<file path="config.mk">
export PLATFORM = sky130hd
export DESIGN_NAME = pipe_stall_ctrl_flat
export DESIGN_NICKNAME = d
export VERILOG_FILES = /design/src/rtl/pipe_stall_ctrl_if.sv /design/src/rtl/pipe_stall_ctrl.sv /design/src/flat_wrapper.sv
export SDC_FILE = /design/constraint.sdc
export NUM_CORES = 1
export LEC_CHECK = 0
export ABC_AREA = 1
export CORE_MARGIN = 5
export CORE_UTILIZATION = 36
export DETAILED_ROUTE_END_ITERATION = 8
export REMOVE_ABC_BUFFERS = 1
export SYNTH_ARGS = -nofsm -noshare
export SYNTH_HDL_FRONTEND = slang
export SYNTH_SLANG_ARGS = --single-unit
</file>
<file path="constraint.sdc">
create_clock -name cpu_clk -period 3.35 [get_ports cpu_clk]
set_clock_uncertainty 0.15 [all_clocks]
set_input_delay 0.335 -clock cpu_clk [delete_from_list [all_inputs] [get_ports cpu_clk]]
set_output_delay 0.335 -clock cpu_clk [all_outputs]
set_load 0.02 [all_outputs]
</file>
<file path="src/rtl/pipe_stall_ctrl_if.sv">
// Stall/flush controller bus: hazard requests in, stall vector / flush / statistics out.
// master = pipeline side driving requests, slave = the controller.
interface pipe_stall_ctrl_if #(
  parameter int CNT_W = 32
);
  logic             id_i_stallreq;
  logic             ex_i_div_start;
  logic             ex_i_div_ready;
  logic             mem_i_dreq;
  logic             mem_i_dack;
  logic             excp_i_valid;
  logic [31:0]      excp_i_pc;
  logic [5:0]       stop;
  logic             flush;
  logic [31:0]      flush_pc;
  logic             div_cancel;
  logic [CNT_W-1:0] stall_cycles;
  logic             stall_timeout;

  modport master (
    output id_i_stallreq, ex_i_div_start, ex_i_div_ready, mem_i_dreq, mem_i_dack,
           excp_i_valid, excp_i_pc,
    input  stop, flush, flush_pc, div_cancel, stall_cycles, stall_timeout
  );

  modport slave (
    input  id_i_stallreq, ex_i_div_start, ex_i_div_ready, mem_i_dreq, mem_i_dack,
           excp_i_valid, excp_i_pc,
    output stop, flush, flush_pc, div_cancel, stall_cycles, stall_timeout
  );
endinterface

</file>
<file path="src/rtl/pipe_stall_ctrl.sv">
// Pipeline stall/flush controller: stop vector is combinational in the request cycle,
// flush/div_cancel/statistics are registered one edge later; exceptions override every stall.
module pipe_stall_ctrl #(
  parameter int TIMEOUT = 1024,
  parameter int CNT_W   = 32
) (
  input logic              cpu_clk,
  input logic              cpu_rst_n,
  pipe_stall_ctrl_if.slave bus
);

  typedef enum logic [1:0] {
    RUN      = 2'd0,
    DIV_WAIT = 2'd1,
    MEM_WAIT = 2'd2,
    FLUSH    = 2'd3
  } state_t;

  localparam logic [5:0]       STOP_MEM = 6'b011111;
  localparam logic [5:0]       STOP_EX  = 6'b001111;
  localparam logic [5:0]       STOP_ID  = 6'b000111;
  localparam logic [5:0]       NOSTOP   = 6'b000000;
  localparam logic [15:0]      WD_LAST  = 16'(TIMEOUT - 1);
  localparam logic [CNT_W-1:0] CNT_ONE  = 1;
  localparam logic [CNT_W-1:0] CNT_MAX  = '1;

  state_t           state;
  state_t           state_nxt;
  logic             div_pend;
  logic             mem_req;
  logic             div_req;
  logic             stalled;
  logic [5:0]       stop_vec;
  logic             flush_q;
  logic [31:0]      flush_pc_q;
  logic             div_cancel_q;
  logic [CNT_W-1:0] cnt_q;
  logic [15:0]      wd_q;
  logic             timeout_q;

  // Requests that do not complete in the cycle they are issued.
  assign mem_req = bus.mem_i_dreq && !bus.mem_i_dack;
  assign div_req = bus.ex_i_div_start && !bus.ex_i_div_ready;

  always_ff @(posedge cpu_clk or negedge cpu_rst_n) begin
    if (!cpu_rst_n) begin
      state <= RUN;
    end else begin
      state <= state_nxt;
    end
  end

  always_comb begin
    state_nxt = state;
    if (bus.excp_i_valid) begin
      state_nxt = FLUSH;
    end else begin
      case (state)
        RUN: begin
          if (mem_req) begin
            state_nxt = MEM_WAIT;
          end else if (div_req) begin
            state_nxt = DIV_WAIT;
          end
        end
        DIV_WAIT: begin
          if (bus.ex_i_div_ready) begin
            state_nxt = RUN;
          end
        end
        MEM_WAIT: begin
          if (bus.mem_i_dack) begin
            state_nxt = (div_pend && !bus.ex_i_div_ready) ? DIV_WAIT : RUN;
          end
        end
        FLUSH:   state_nxt = RUN;
        default: state_nxt = RUN;
      endcase
    end
  end

  // Stop vector gated by reset so it drops the instant reset asserts.
  always_comb begin
    stop_vec = NOSTOP;
    if (cpu_rst_n && !bus.excp_i_valid && state != FLUSH) begin
      if ((state == MEM_WAIT && !bus.mem_i_dack) || mem_req) begin
        stop_vec = STOP_MEM;
      end else if ((state == DIV_WAIT && !bus.ex_i_div_ready) || div_req) begin
        stop_vec = STOP_EX;
      end else if (bus.id_i_stallreq) begin
        stop_vec = STOP_ID;
      end
    end
  end

  assign stalled = |stop_vec;

  // A divider launched behind a memory wait is parked here until the wait ends.
  always_ff @(posedge cpu_clk or negedge cpu_rst_n) begin
    if (!cpu_rst_n) begin
      div_pend <= 1'b0;
    end else if (bus.excp_i_valid || state == FLUSH) begin
      div_pend <= 1'b0;
    end else if (state_nxt == MEM_WAIT && div_req) begin
      div_pend <= 1'b1;
    end else if (bus.ex_i_div_ready || state_nxt != MEM_WAIT) begin
      div_pend <= 1'b0;
    end
  end

  always_ff @(posedge cpu_clk or negedge cpu_rst_n) begin
    if (!cpu_rst_n) begin
      flush_q      <= 1'b0;
      flush_pc_q   <= 32'h0000_0000;
      div_cancel_q <= 1'b0;
    end else begin
      flush_q      <= bus.excp_i_valid;
      div_cancel_q <= bus.excp_i_valid && (state == DIV_WAIT || div_pend);
      if (bus.excp_i_valid) begin
        flush_pc_q <= bus.excp_i_pc;
      end
    end
  end

  always_ff @(posedge cpu_clk or negedge cpu_rst_n) begin
    if (!cpu_rst_n) begin
      cnt_q     <= '0;
      wd_q      <= 16'd0;
      timeout_q <= 1'b0;
    end else begin
      if (stalled && cnt_q != CNT_MAX) begin
        cnt_q <= cnt_q + CNT_ONE;
      end
      if (stalled) begin
        if (wd_q != WD_LAST) begin
          wd_q <= wd_q + 16'd1;
        end
        if (wd_q == WD_LAST) begin
          timeout_q <= 1'b1;
        end
      end else begin
        wd_q <= 16'd0;
      end
    end
  end

  assign bus.stop          = stop_vec;
  assign bus.flush         = flush_q;
  assign bus.flush_pc      = flush_pc_q;
  assign bus.div_cancel    = div_cancel_q;
  assign bus.stall_cycles  = cnt_q;
  assign bus.stall_timeout = timeout_q;

endmodule

</file>
<file path="src/flat_wrapper.sv">
// flat-port wrapper written by rule: the top's interface ports become plain ports
module pipe_stall_ctrl_flat 
#(
  parameter int TIMEOUT = 1024,
  parameter int CNT_W   = 32
)
  (cpu_clk, cpu_rst_n, bus_id_i_stallreq, bus_ex_i_div_start, bus_ex_i_div_ready, bus_mem_i_dreq, bus_mem_i_dack, bus_excp_i_valid, bus_excp_i_pc, bus_stop, bus_flush, bus_flush_pc, bus_div_cancel, bus_stall_cycles, bus_stall_timeout);
  pipe_stall_ctrl_if #(.CNT_W(CNT_W)) bus_i ();
  input logic cpu_clk;
  input logic cpu_rst_n;
  input wire logic [$bits(bus_i.id_i_stallreq)-1:0] bus_id_i_stallreq;
  input wire logic [$bits(bus_i.ex_i_div_start)-1:0] bus_ex_i_div_start;
  input wire logic [$bits(bus_i.ex_i_div_ready)-1:0] bus_ex_i_div_ready;
  input wire logic [$bits(bus_i.mem_i_dreq)-1:0] bus_mem_i_dreq;
  input wire logic [$bits(bus_i.mem_i_dack)-1:0] bus_mem_i_dack;
  input wire logic [$bits(bus_i.excp_i_valid)-1:0] bus_excp_i_valid;
  input wire logic [$bits(bus_i.excp_i_pc)-1:0] bus_excp_i_pc;
  output wire logic [$bits(bus_i.stop)-1:0] bus_stop;
  output wire logic [$bits(bus_i.flush)-1:0] bus_flush;
  output wire logic [$bits(bus_i.flush_pc)-1:0] bus_flush_pc;
  output wire logic [$bits(bus_i.div_cancel)-1:0] bus_div_cancel;
  output wire logic [$bits(bus_i.stall_cycles)-1:0] bus_stall_cycles;
  output wire logic [$bits(bus_i.stall_timeout)-1:0] bus_stall_timeout;
  assign bus_i.id_i_stallreq = bus_id_i_stallreq;
  assign bus_i.ex_i_div_start = bus_ex_i_div_start;
  assign bus_i.ex_i_div_ready = bus_ex_i_div_ready;
  assign bus_i.mem_i_dreq = bus_mem_i_dreq;
  assign bus_i.mem_i_dack = bus_mem_i_dack;
  assign bus_i.excp_i_valid = bus_excp_i_valid;
  assign bus_i.excp_i_pc = bus_excp_i_pc;
  assign bus_stop = bus_i.stop;
  assign bus_flush = bus_i.flush;
  assign bus_flush_pc = bus_i.flush_pc;
  assign bus_div_cancel = bus_i.div_cancel;
  assign bus_stall_cycles = bus_i.stall_cycles;
  assign bus_stall_timeout = bus_i.stall_timeout;
  pipe_stall_ctrl #(.TIMEOUT(TIMEOUT), .CNT_W(CNT_W)) u_core (.cpu_clk(cpu_clk), .cpu_rst_n(cpu_rst_n), .bus(bus_i));
endmodule
</file>
# ---- Word level (Yosys, flattened, before mapping)
# Cells that the tools add are included.
dict set report word_totals {
  ramBits 0
  rom_bits 0
  out_inout_bits 73
  register_bits 86
  latch_bits 0
  n_memories 0
  wordCells 58
}
dict set report op_classes {
  shift 0
  add_sub_neg 2
  eq_ne 10
  mux 16
  n_lt_le_gt_ge 0
  multipliers 0
  bitwise_logic 0
  n_reduce_logical 22
  div_mod_pow 0
}
# cell count
set ops {}
lappend ops {{$add A32 B1 Y32 const B} 1}
lappend ops {{$mux W16} 2}
lappend ops {{$ne A32 B32 Y1 const B} 1}
lappend ops {{$mux W6} 3}
lappend ops {{$add A16 B1 Y16 const B} 1}
lappend ops {{$eq A16 B10 Y1 const B} 1}
lappend ops {{$ne A16 B10 Y1 const B} 1}
lappend ops {{$logic_and A1 B1 Y1} 10}
lappend ops {{$mux W2} 5}
lappend ops {{$pmux W2 S4} 1}
lappend ops {{$eq A2 B2 Y1 const B} 3}
lappend ops {{$ne A2 B2 Y1 const B} 3}
lappend ops {{$reduce_or A6 Y1} 1}
lappend ops {{$logic_or A1 B1 Y1} 5}
lappend ops {{$mux W1} 4}
lappend ops {{$logic_not A1 Y1} 3}
lappend ops {{$mux W3} 1}
lappend ops {{$reduce_bool A3 Y1} 1}
lappend ops {{$eq A2 B1 Y1 const B} 1}
lappend ops {{$logic_not A2 Y1} 1}
lappend ops {{$reduce_and A2 Y1} 1}

# ---- Depth between registers and ports, before layout
# Gate-level depths: netlist (run 1).
dict set report logic_depth {
  ltp_word 11
  mapped_depth 11
  mapped_depth_nobuf 10
}

# ---- Least setup slack after synthesis (run 1)
# Ideal clock, no wire load.
dict set report synth_path {
  path_kind {register to register}
  from {reg u_core.cnt_q[0], in the netlist u_core.bus.stall_cycles[0]}
  to {reg u_core.cnt_q[28], in the netlist u_core.bus.stall_cycles[28]}
  arrival_ns 1.690
  setup_time_ns 0.117
  slack_ns 1.394
  path_stages_with_launch 12
  t_required_ns 3.083
  period_less_slack_ns 1.956
  path_buffers 1
  path_cell_list {dfrtp_1 > ha_1 > nand3_2 > inv_2 > nand2_4 > nor2_2 > nand2_1 > nand2_4 > inv_4 > buf_6 > nand2_1 > nand2_1}
}
dict set report synth_between {
  elab_chain_len 2
}
# element line
set synth_lines {}
lappend synth_lines {{from (decl)} pipe_stall_ctrl.sv:37} ;# logic [CNT_W-1:0] cnt_q;
lappend synth_lines {{from (signal assigned)} pipe_stall_ctrl.sv:132} ;# cnt_q <= cnt_q + CNT_ONE;
lappend synth_lines {{parallel branches: the longest is 2 deep, another holds $add A32 B1 Y32} --}
# Parallel ways; which one is timed is not known.
# A chain may end at the register's enable or synchronous reset.

# ---- Final worst setup path (run 1)
dict set report layout_path {
  from {in cpu_rst_n}
  to {out bus_stop[2]}
}
dict set report layout_between {
  elab_chain_len 3
}
# element line
set layout_lines {}
lappend layout_lines {{from (decl)} flat_wrapper.sv:10} ;# input logic cpu_rst_n;
lappend layout_lines {{$logic_and A1 B1 Y1 (2 in series)} pipe_stall_ctrl.sv:85} ;# if (cpu_rst_n && !bus.excp_i_valid && state != FLUSH) begin
lappend layout_lines {{$mux W6} pipe_stall_ctrl.sv:85}
lappend layout_lines {{to (decl)} flat_wrapper.sv:18} ;# output wire logic [$bits(bus_i.stop)-1:0] bus_stop;
# Every way passes these cells.

==> metrics.txt, run 1 <==
DR WL/cell=roughly 13 um; Tmin final=approximately 2600 ps; hold depth=2; switching part of the total=25.8%; die area=~15000 um^2; largest net degree at the start of global routing=50; first-pass GRT wire length=approximately 21 mm; Power Density=463 nW/um^2; M1 WL=around 5.4 mm; via/cell ratio=around 4.6; DRT iter0 DRCs=around 280; Synth area leaders=dfrtp_1 (47%), nand2_1 (28%), nor2_1 (6.4%); row count=41; max incr delay on CP=~640 ps; Final ANT Viol Nets=0; share of total power in the clock network=between 40% and 50%; register area share after synthesis=between 40% and 50%; RSZ-0062 raised after global routing=false; Reg clk slew, reported paths=60 ps; slowest stage cell, crit path=clkdlybuf4s50_1; Final setup viols=0; CTS tree=done; CTS buffer count=9; Initial Util=a little over a third; Slew Viols, Final=0; Psw=741 uW; endpoint type of the worst setup path=primary output; grt total ovfl=0; met3 wire len=between 600 and 700 um; die span in x=between 100 and 150 um; Die Ht=roughly 120 um; n_diodes=0; Most used DFF post-synth=dfrtp_1; Longest Clk Path Bufs=2; H-Tree Depth=3; Synth cell types=28; GPL Wtd Cong=slightly below 0.9; fin crit share=77.3%; Synth Area per Inst=around 7 um^2; CTS Root Cell=clkbuf_16; Max VDD drop=between 0.3 and 0.4 mV; sequential share of power=about 40%; vias in the first global route=4189; internal power=2130 uW; Leak=a little under 0.003 uW; max-cap viol count=0; crit path launch type=input pin; run status=finished, final reports clean; max_slew headroom=a little under three fifths; clk sink count=86; Setup TNS=0 ps; Post-DP HPWL=9.09 mm; Req. time, crit path=~2900 ps; share of the synthesized area in the top cell type=46.9%; final wirelength=approximately 12 mm; worst-margin pin slew=~640 ps; Mapped Area=approximately 4600 um^2; Setup Fix Bufs, Post-CTS=0; Core Area=12600 um^2; vias post-DR=~4300; Area Growth Syn to Fin=35.4%; Skew-Pair Late Insertion Delay=around 340 ps; number of port buffers=approximately 110; number of synthesized flops with an enable pin=0; I/O pin cnt=approximately 110; most numerous cell in the Yosys netlist=nand2_1; Routed met2 length=6.05 mm; DRC Markers=0; Seq cells post-synth=86; Commonest cells post-synth=nand2_1 (341), dfrtp_1 (86), nor2_1 (78); cts hold-fix bufs=1; share of layout cells above drive strength 1=about 4.2%; initial antenna violation count=0; asr flop ratio synth=100%; yosys warns=0; Comb power frac=roughly 16%; Synth area leader=dfrtp_1; Top Metal Used=met4; final hold vios=0; Setup CP Type=in -> out; post-CTS resize count=0; worst hold path type=reg -> reg; drt first pass iters=4; critical path fanouts, max=11; Synth Instances=653; Cell Chain, Critical Path=dlygate4sd3_1 -> buf_4 -> nand2_2 -> nor2_4 -> nand2_1 -> nand3_4 -> clkdlybuf4s50_1; Register-to-Register Path Depth=10; NumNets Final=between 800 and 900; total track usage=between 10% and 20%; Fmax=386 MHz; CP arrival=about 2100 ps; Final Total Pwr=2880 uW
## metal layers
metal / vias to the layer above / GRT usage, %
met5: - / 0
met4: 0 / 7.56
met3: 16 / 3.55
met2: 102 / 29.0
met1: 2007 / 22.4
li1: 2204 / -
## registers in the layout, summed over array words and instances, names as in the netlist
| name | count |
|---|---|
| u_core.bus.stall_timeout | 1 |
| u_core.bus.stall_cycles | 32 |
| u_core.div_pend | 1 |
| u_core.bus.flush_pc | 32 |
| u_core.bus.div_cancel | 1 |
| u_core.bus.flush | 1 |
| u_core.state | 2 |
| u_core.wd_q | 16 |
## cells by family after synthesis
group                      count (synthesis)  share of synthesized area (%)
adders and majority gates                  2                          0.546
xor gates and xnor gates                  19                           3.63
and+or+nand+nor                          465                           40.4
AOI/OAI and AO/OA                         18                           2.16
other                                      1                         0.0818
buffers and inverters                     62                           6.22
DFF                                       86                           46.9
## final timing paths
kind	endpoint	slack, ps	startpoint
worst max-delay path	bus_stop[2]	760	cpu_rst_n
worst min-delay path	u_core.bus.flush_pc[28]	320	u_core.bus.flush_pc[28]
worst max register to register	u_core.bus.stall_cycles[29]	920	u_core.bus.stall_cycles[0]
worst min register to register	u_core.bus.flush_pc[28]	320	u_core.bus.flush_pc[28]
max in group asynchronous	u_core.bus.flush_pc[8]	1530	cpu_rst_n
min in group asynchronous	u_core.bus.flush_pc[0]	470	cpu_rst_n
## through the flow
| step | setup slack (ps) | instance area (um^2) | cells | util [%] | hold WS (ps) |
|---|---|---|---|---|---|
| 2_1_floorplan | 1250 | 4470 | 636 | - | -111 |
| 3_3_place_gp | 903 | 5830 | 923 | 46.4 | 290 |
| 3_5_place_dp | 879 | 5830 | 923 | 46.4 | 287 |
| 4_1_cts | 783 | 6210 | 940 | 49.4 | 323 |
| 5_1_grt | 671 | 6210 | 940 | 49.4 | 341 |
| 6_report | 761 | 6210 | 940 | 49.4 | 318 |
## cell type report
type,count,area (um^2)
tap,172,215
clock inverter,5,129
timing repair buffer,116,1150
fill,1247,6360
clock buffer,11,243
multi-input combinational,505,2150
inverter,45,174
sequential,86,2150
## layout by cell type, fill, tap and decap left out, drive strengths merged
master	count
dfrtp	86
nand3	31
dlygate4sd3	1
a21oi	6
inv	46
nand3b	1
nand4	5
clkbuf	11
clkdlybuf4s50	110
buf	5
o2111a	1
conb	1
ha	2
nor3	2
bufinv	4
o21ai	10
xnor2	10
o21bai	1
xor2	9
nand2	344
nor2	82
## critical path: cells and delay by family
kind                   cells  cell delay (ps)
and+or+nand+nor            4              470
buffers and inverters      3             1300
## power by group through the flow
stage,Clock (uW),Combinational (uW),Sequential (uW)
2_1_floorplan,0,140,1250
3_3_place_gp,0,458,1190
3_5_place_dp,0,462,1190
4_1_cts,1280,465,1170
5_1_grt,1320,502,1180
6_report,1250,457,1170
Power figures use the tool's default switching activity.
==> run 2: changes to the inputs <==
Clock period 3.35 ns to 2.2 ns, I/O delays scaled along.
==> run 2 against run 1 <==
Hold slack lost 58 ps. Count of clock-buffer cells in the layout shrank 1. Cell count grew 0.96%. Via count grew 0.12%. Clock power grew 26%. Sequential cell count is the same.
==> metrics.txt, run 2 (synthesis results as in run 1) <==
grt total ovfl=0; critical path fanouts, max=4; sequential share of power=43.4%; Setup TNS=0 ps; largest net degree at the start of global routing=52; number of port buffers=~110; Core Area=12600 um^2; worst hold path type=in -> reg; Setup CP Type=in -> out; GPL Wtd Cong=~0.95; worst path bufs/invs=3; final wirelength=approximately 12 mm; share of layout cells above drive strength 1=~5.4%; Max VDD drop=roughly 0.39 mV; internal power=around 2900 uW; clk sink count=86; Placed Instances=932; drt first pass iters=4; via/cell ratio=between 4 and 5; CP arrival=between 1500 and 2000 ps; fin crit share=slightly above 90%; share of total power in the clock network=approximately two fifths; Slew Viols, Final=0; WP depth=7; n_diodes=0; total track usage=about 18%; max-cap viol count=0; die area=15100 um^2; most frequent cells in the layout=nand2_1 (341), clkdlybuf4s50_1 (105), dfrtp_1 (86); Req. time, crit path=roughly 1800 ps; vias post-DR=approximately 4300; switching part of the total=between 20 and 30%; Area Growth Syn to Fin=35.4%; hold depth=3; Power Density=between 600 and 700 nW/um^2; final hold vios=0; CTS Root Cell=clkbuf_16; Die Ht=roughly 120 um; worst-margin pin slew=between 600 and 700 ps; final hold slack=between 200 and 300 ps; max incr delay on CP=roughly 530 ps; Cell Chain, Critical Path=dlygate4sd3_1 -> buf_4 -> nand2_2 -> nor2_4 -> nand2_1 -> nand3_4 -> dlygate4sd2_1; final cell count without fillers=about 950; slowest stage cell, crit path=dlygate4sd3_1; Leak=0.00293 uW; H-Tree Depth=3; Longest Clk Path Bufs=2; DRT iter0 DRCs=266; I/O pin cnt=113; DR WL/cell=approximately 13 um; max_slew headroom=roughly 56%; Psw=approximately 1100 uW; Comb power frac=18.1%; RSZ-0062 raised after global routing=false; delay-heaviest family, CP=buffers and inverters; CTS tree=done; Setup Fix Bufs, Post-CTS=0; Final Total Pwr=around 4000 uW; first-pass GRT wire length=around 21 mm; Skew-Pair Late Insertion Delay=approximately 340 ps; NumNets Final=about 810; Final ANT Viol Nets=0; crit path launch type=input pin; CTS buffer count=9; Initial Util=36.5%; Fmax=around 500 MHz; endpoint type of the worst setup path=primary output; commonest non-fill, non-tap cell in the layout=nand2_1; Post-DP HPWL=approximately 9.3 mm; die span in x=roughly 120 um; row count=41; run status=finished, final reports clean; DRC Markers=0; Reg clk slew, reported paths=approximately 70 ps; Final setup viols=0; Tmin final=approximately 2000 ps; vias in the first global route=approximately 4300; initial antenna violation count=0; Register-to-Register Path Depth=9
## run 2: final timing paths
kind,start,endpoint,slack [ps]
max reg2reg,u_core.wd_q[0],u_core.wd_q[7],280
max in group asynchronous,cpu_rst_n,u_core.bus.stall_cycles[27],530
min,bus_excp_i_pc[30],u_core.bus.flush_pc[30],260
min in group asynchronous,cpu_rst_n,u_core.bus.flush_pc[16],330
max,cpu_rst_n,bus_stop[0],210
min reg2reg,u_core.bus.flush_pc[15],u_core.bus.flush_pc[15],320
## run 2: metrics by stage
stage	instance area (um^2)	utilization [%]	setup slack, ps
3_5_place_dp	5890	46.9	12.3
3_3_place_gp	5890	46.9	75.7
5_1_grt	6210	49.4	45.7
2_1_floorplan	4470	-	98.7
6_report	6210	49.4	207
4_1_cts	6210	49.4	206
## run 2: area by class of cell
cell class / count / area [um^2]
multi-input cells: 505 / 2150
well taps: 172 / 215
flip-flops and latches: 86 / 2150
repair buffers: 125 / 1210
clock buffers: 10 / 239
clock inverters: 6 / 68.8
fillers: 1260 / 6360
inverters: 45 / 174
## run 2: layer usage
layer / part of all wire [%] / global-route usage (%) / wire length [um] / up-vias
li1: - / - / - / 2227
met1: 45 / 23.2 / 5580 / 2000
met2: 47 / 27.8 / 5820 / 84
met3: 4.0 / 3.41 / 496 / 23
met4: 3.1 / 8.75 / 384 / 0
met5: 0 / 0 / 0 / -
## run 2: worst min-delay path, cell delays in order
cell and delay (ps):
clkdlybuf4s50_1 390, nand2_1 60, nand2_1 50
## run 2: power groups by stage
stage	combinational, uW	sequential (uW)	clock, uW
finish	736	1770	1570
global placement	740	1790	0
detailed placement	748	1800	0
global route	802	1780	1680
floorplan	212	1910	0
CTS	748	1770	1610
## run 2: timing repair
action                                 4_1_cts  5_1_grt
hold buffers                                 1        0
gates resized for setup                      5        0
endpoints found under the hold margin       35        0
setup endpoints to repair                    5        0
==> run 3: changes to the inputs <==
Settings changed: CORE_UTILIZATION 36 to 45, PLACE_DENSITY from default to 0.77, SLEW_MARGIN from default to 10.
==> run 3 against run 2 <==
Sequential power is essentially flat. Via count grew 2.1%. Largest power group unchanged. Fmax down 0.37%. Worst setup slack worse by 7.4 ps. Critical path depth unchanged. Sequential share of layout area grew 1.1 points. Power is 12% lower. Clock power is 31% lower.
==> metrics.txt, run 3 (synthesis results as in run 1) <==
Post-DP HPWL=approximately 9 mm; Final setup viols=0; CTS buffer count=9; critical path fanouts, max=4; row count=36; number of port buffers=111; final cell count without fillers=906; die area=between 10000 and 15000 um^2; H-Tree Depth=3; Fmax=about 500 MHz; grt total ovfl=0; drt first pass iters=5; endpoint type of the worst setup path=primary output; first-pass GRT wire length=20.6 mm; CTS Root Cell=clkbuf_8; Setup TNS=0 ps; share of layout cells above drive strength 1=under 10%; RSZ-0062 raised after global routing=false; Area Growth Syn to Fin=31.1%; Power Density=slightly below 600 nW/um^2; die span in x=~110 um; DRC Markers=0; Tmin final=around 2000 ps; final wirelength=about 12 mm; Setup CP Type=in -> out; worst hold path type=in -> reg; DR WL/cell=between 10 and 15 um; most frequent cells in the layout=nand2_1 (341), clkdlybuf4s50_1 (105), dfrtp_1 (86); Leak=0.00286 uW; Max VDD drop=roughly 0.40 mV; worst setup margin=200 ps; Slew Viols, Final=0; CTS tree=done; fin crit share=about nine tenths; Final ANT Viol Nets=0; I/O pin cnt=113; Crit. Startpoint=cpu_rst_n; final hold vios=0; largest net degree at the start of global routing=58; Die Ht=~110 um; GPL Wtd Cong=roughly 0.93; DRT iter0 DRCs=approximately 260; worst-margin pin slew=between 700 and 800 ps; design area=approximately 6000 um^2; vias in the first global route=between 4000 and 5000; NumNets Final=~800; Reg clk slew, reported paths=about 90 ps; Core Area=9860 um^2; total track usage=approximately a fifth; Critical R2R Launch=u_core.wd_q[0]; max_slew headroom=between 50% and 60%; vias post-DR=between 4000 and 5000; clk sink count=86; r2r setup slk=approximately 230 ps; Initial Util=46.5%; Skew-Pair Late Insertion Delay=~350 ps; commonest non-fill, non-tap cell in the layout=nand2_1; Placed Instances=roughly 890; n_diodes=0; Longest Clk Path Bufs=2; via/cell ratio=4.88; initial antenna violation count=0; Req. time, crit path=between 1500 and 2000 ps; Setup Fix Bufs, Post-CTS=0; max-cap viol count=0; crit path launch type=input pin; hold path start=bus_excp_i_pc[0]; dpl cell area=between 5000 and 6000 um^2; run status=finished, final reports clean; CP arrival=between 1500 and 2000 ps; Post-Place Setup Slack=roughly 44 ps
-- run 3: cell count changes in the layout (fill, tap and decap cells not counted) --
| cell | before | now |
|---|---|---|
| clkbuf_8 | 1 | 11 |
| clkbuf_16 | 9 | 0 |
| buf_4 | 14 | 10 |
| bufinv_16 | 1 | 0 |
| clkinv_2 | 1 | 0 |
| clkinv_4 | 2 | 1 |
| clkinvlp_4 | 1 | 2 |
| inv_6 | 1 | 2 |
-- run 3: final timing paths --
check                           depth (start not counted)                     endpoint
worst max register to register                          9               u_core.wd_q[2]
worst min-delay path                                    3       u_core.bus.flush_pc[0]
min in group asynchronous                               3  u_core.bus.stall_cycles[14]
max in group asynchronous                               4               u_core.wd_q[9]
worst min register to register                          2       u_core.bus.flush_pc[1]
worst max-delay path                                    7                  bus_stop[2]
-- run 3: critical path, stage by stage --
cell and delay [ps]:
dlygate4sd3_1 530, buf_4 140, nand2_2 70, nor2_4 120, nand2_1 120, nand3_4 100, dlygate4sd2_1 340
-- run 3: per-layer routing --
metal	GRT usage (%)	vias up	routed length, um
met5	0	-	0
met4	8.29	0	320
met3	5.02	20	726
met2	31.5	128	5760
met1	27.0	2054	5210
li1	-	2221	-
-- run 3: final cells by class --
type                       instances  area (um^2)
inverter                          45          174
sequential                        86         2150
fill                             863         3850
tap                              133          166
clock buffer                      11          151
clock inverter                     5         41.3
multi-input combinational        505         2150
timing repair buffer             121         1180
-- run 3: where the power goes --
part	total (uW)	leakage (uW)	switching, uW	internal [uW]
Clock	1080	0.0000926	600	483
Sequential	1780	0.00112	105	1670
Combinational	707	0.00164	387	320
-- run 3: stage by stage --
stage               util, %  hold slack (ps)  power [uW]
floorplan                 -             -226        2120
global placement       59.0              165        2510
detailed placement     59.0              174        2530
CTS                    60.9              238        3610
global route           60.9              240        3740
finish                 60.9              247        3570
-- run 3: timing repair --
action	4_1_cts	5_1_grt
endpoints found under the hold margin	29	0
hold buffers	1	0
endpoints found under the setup margin	5	0
gates resized for setup	5	0
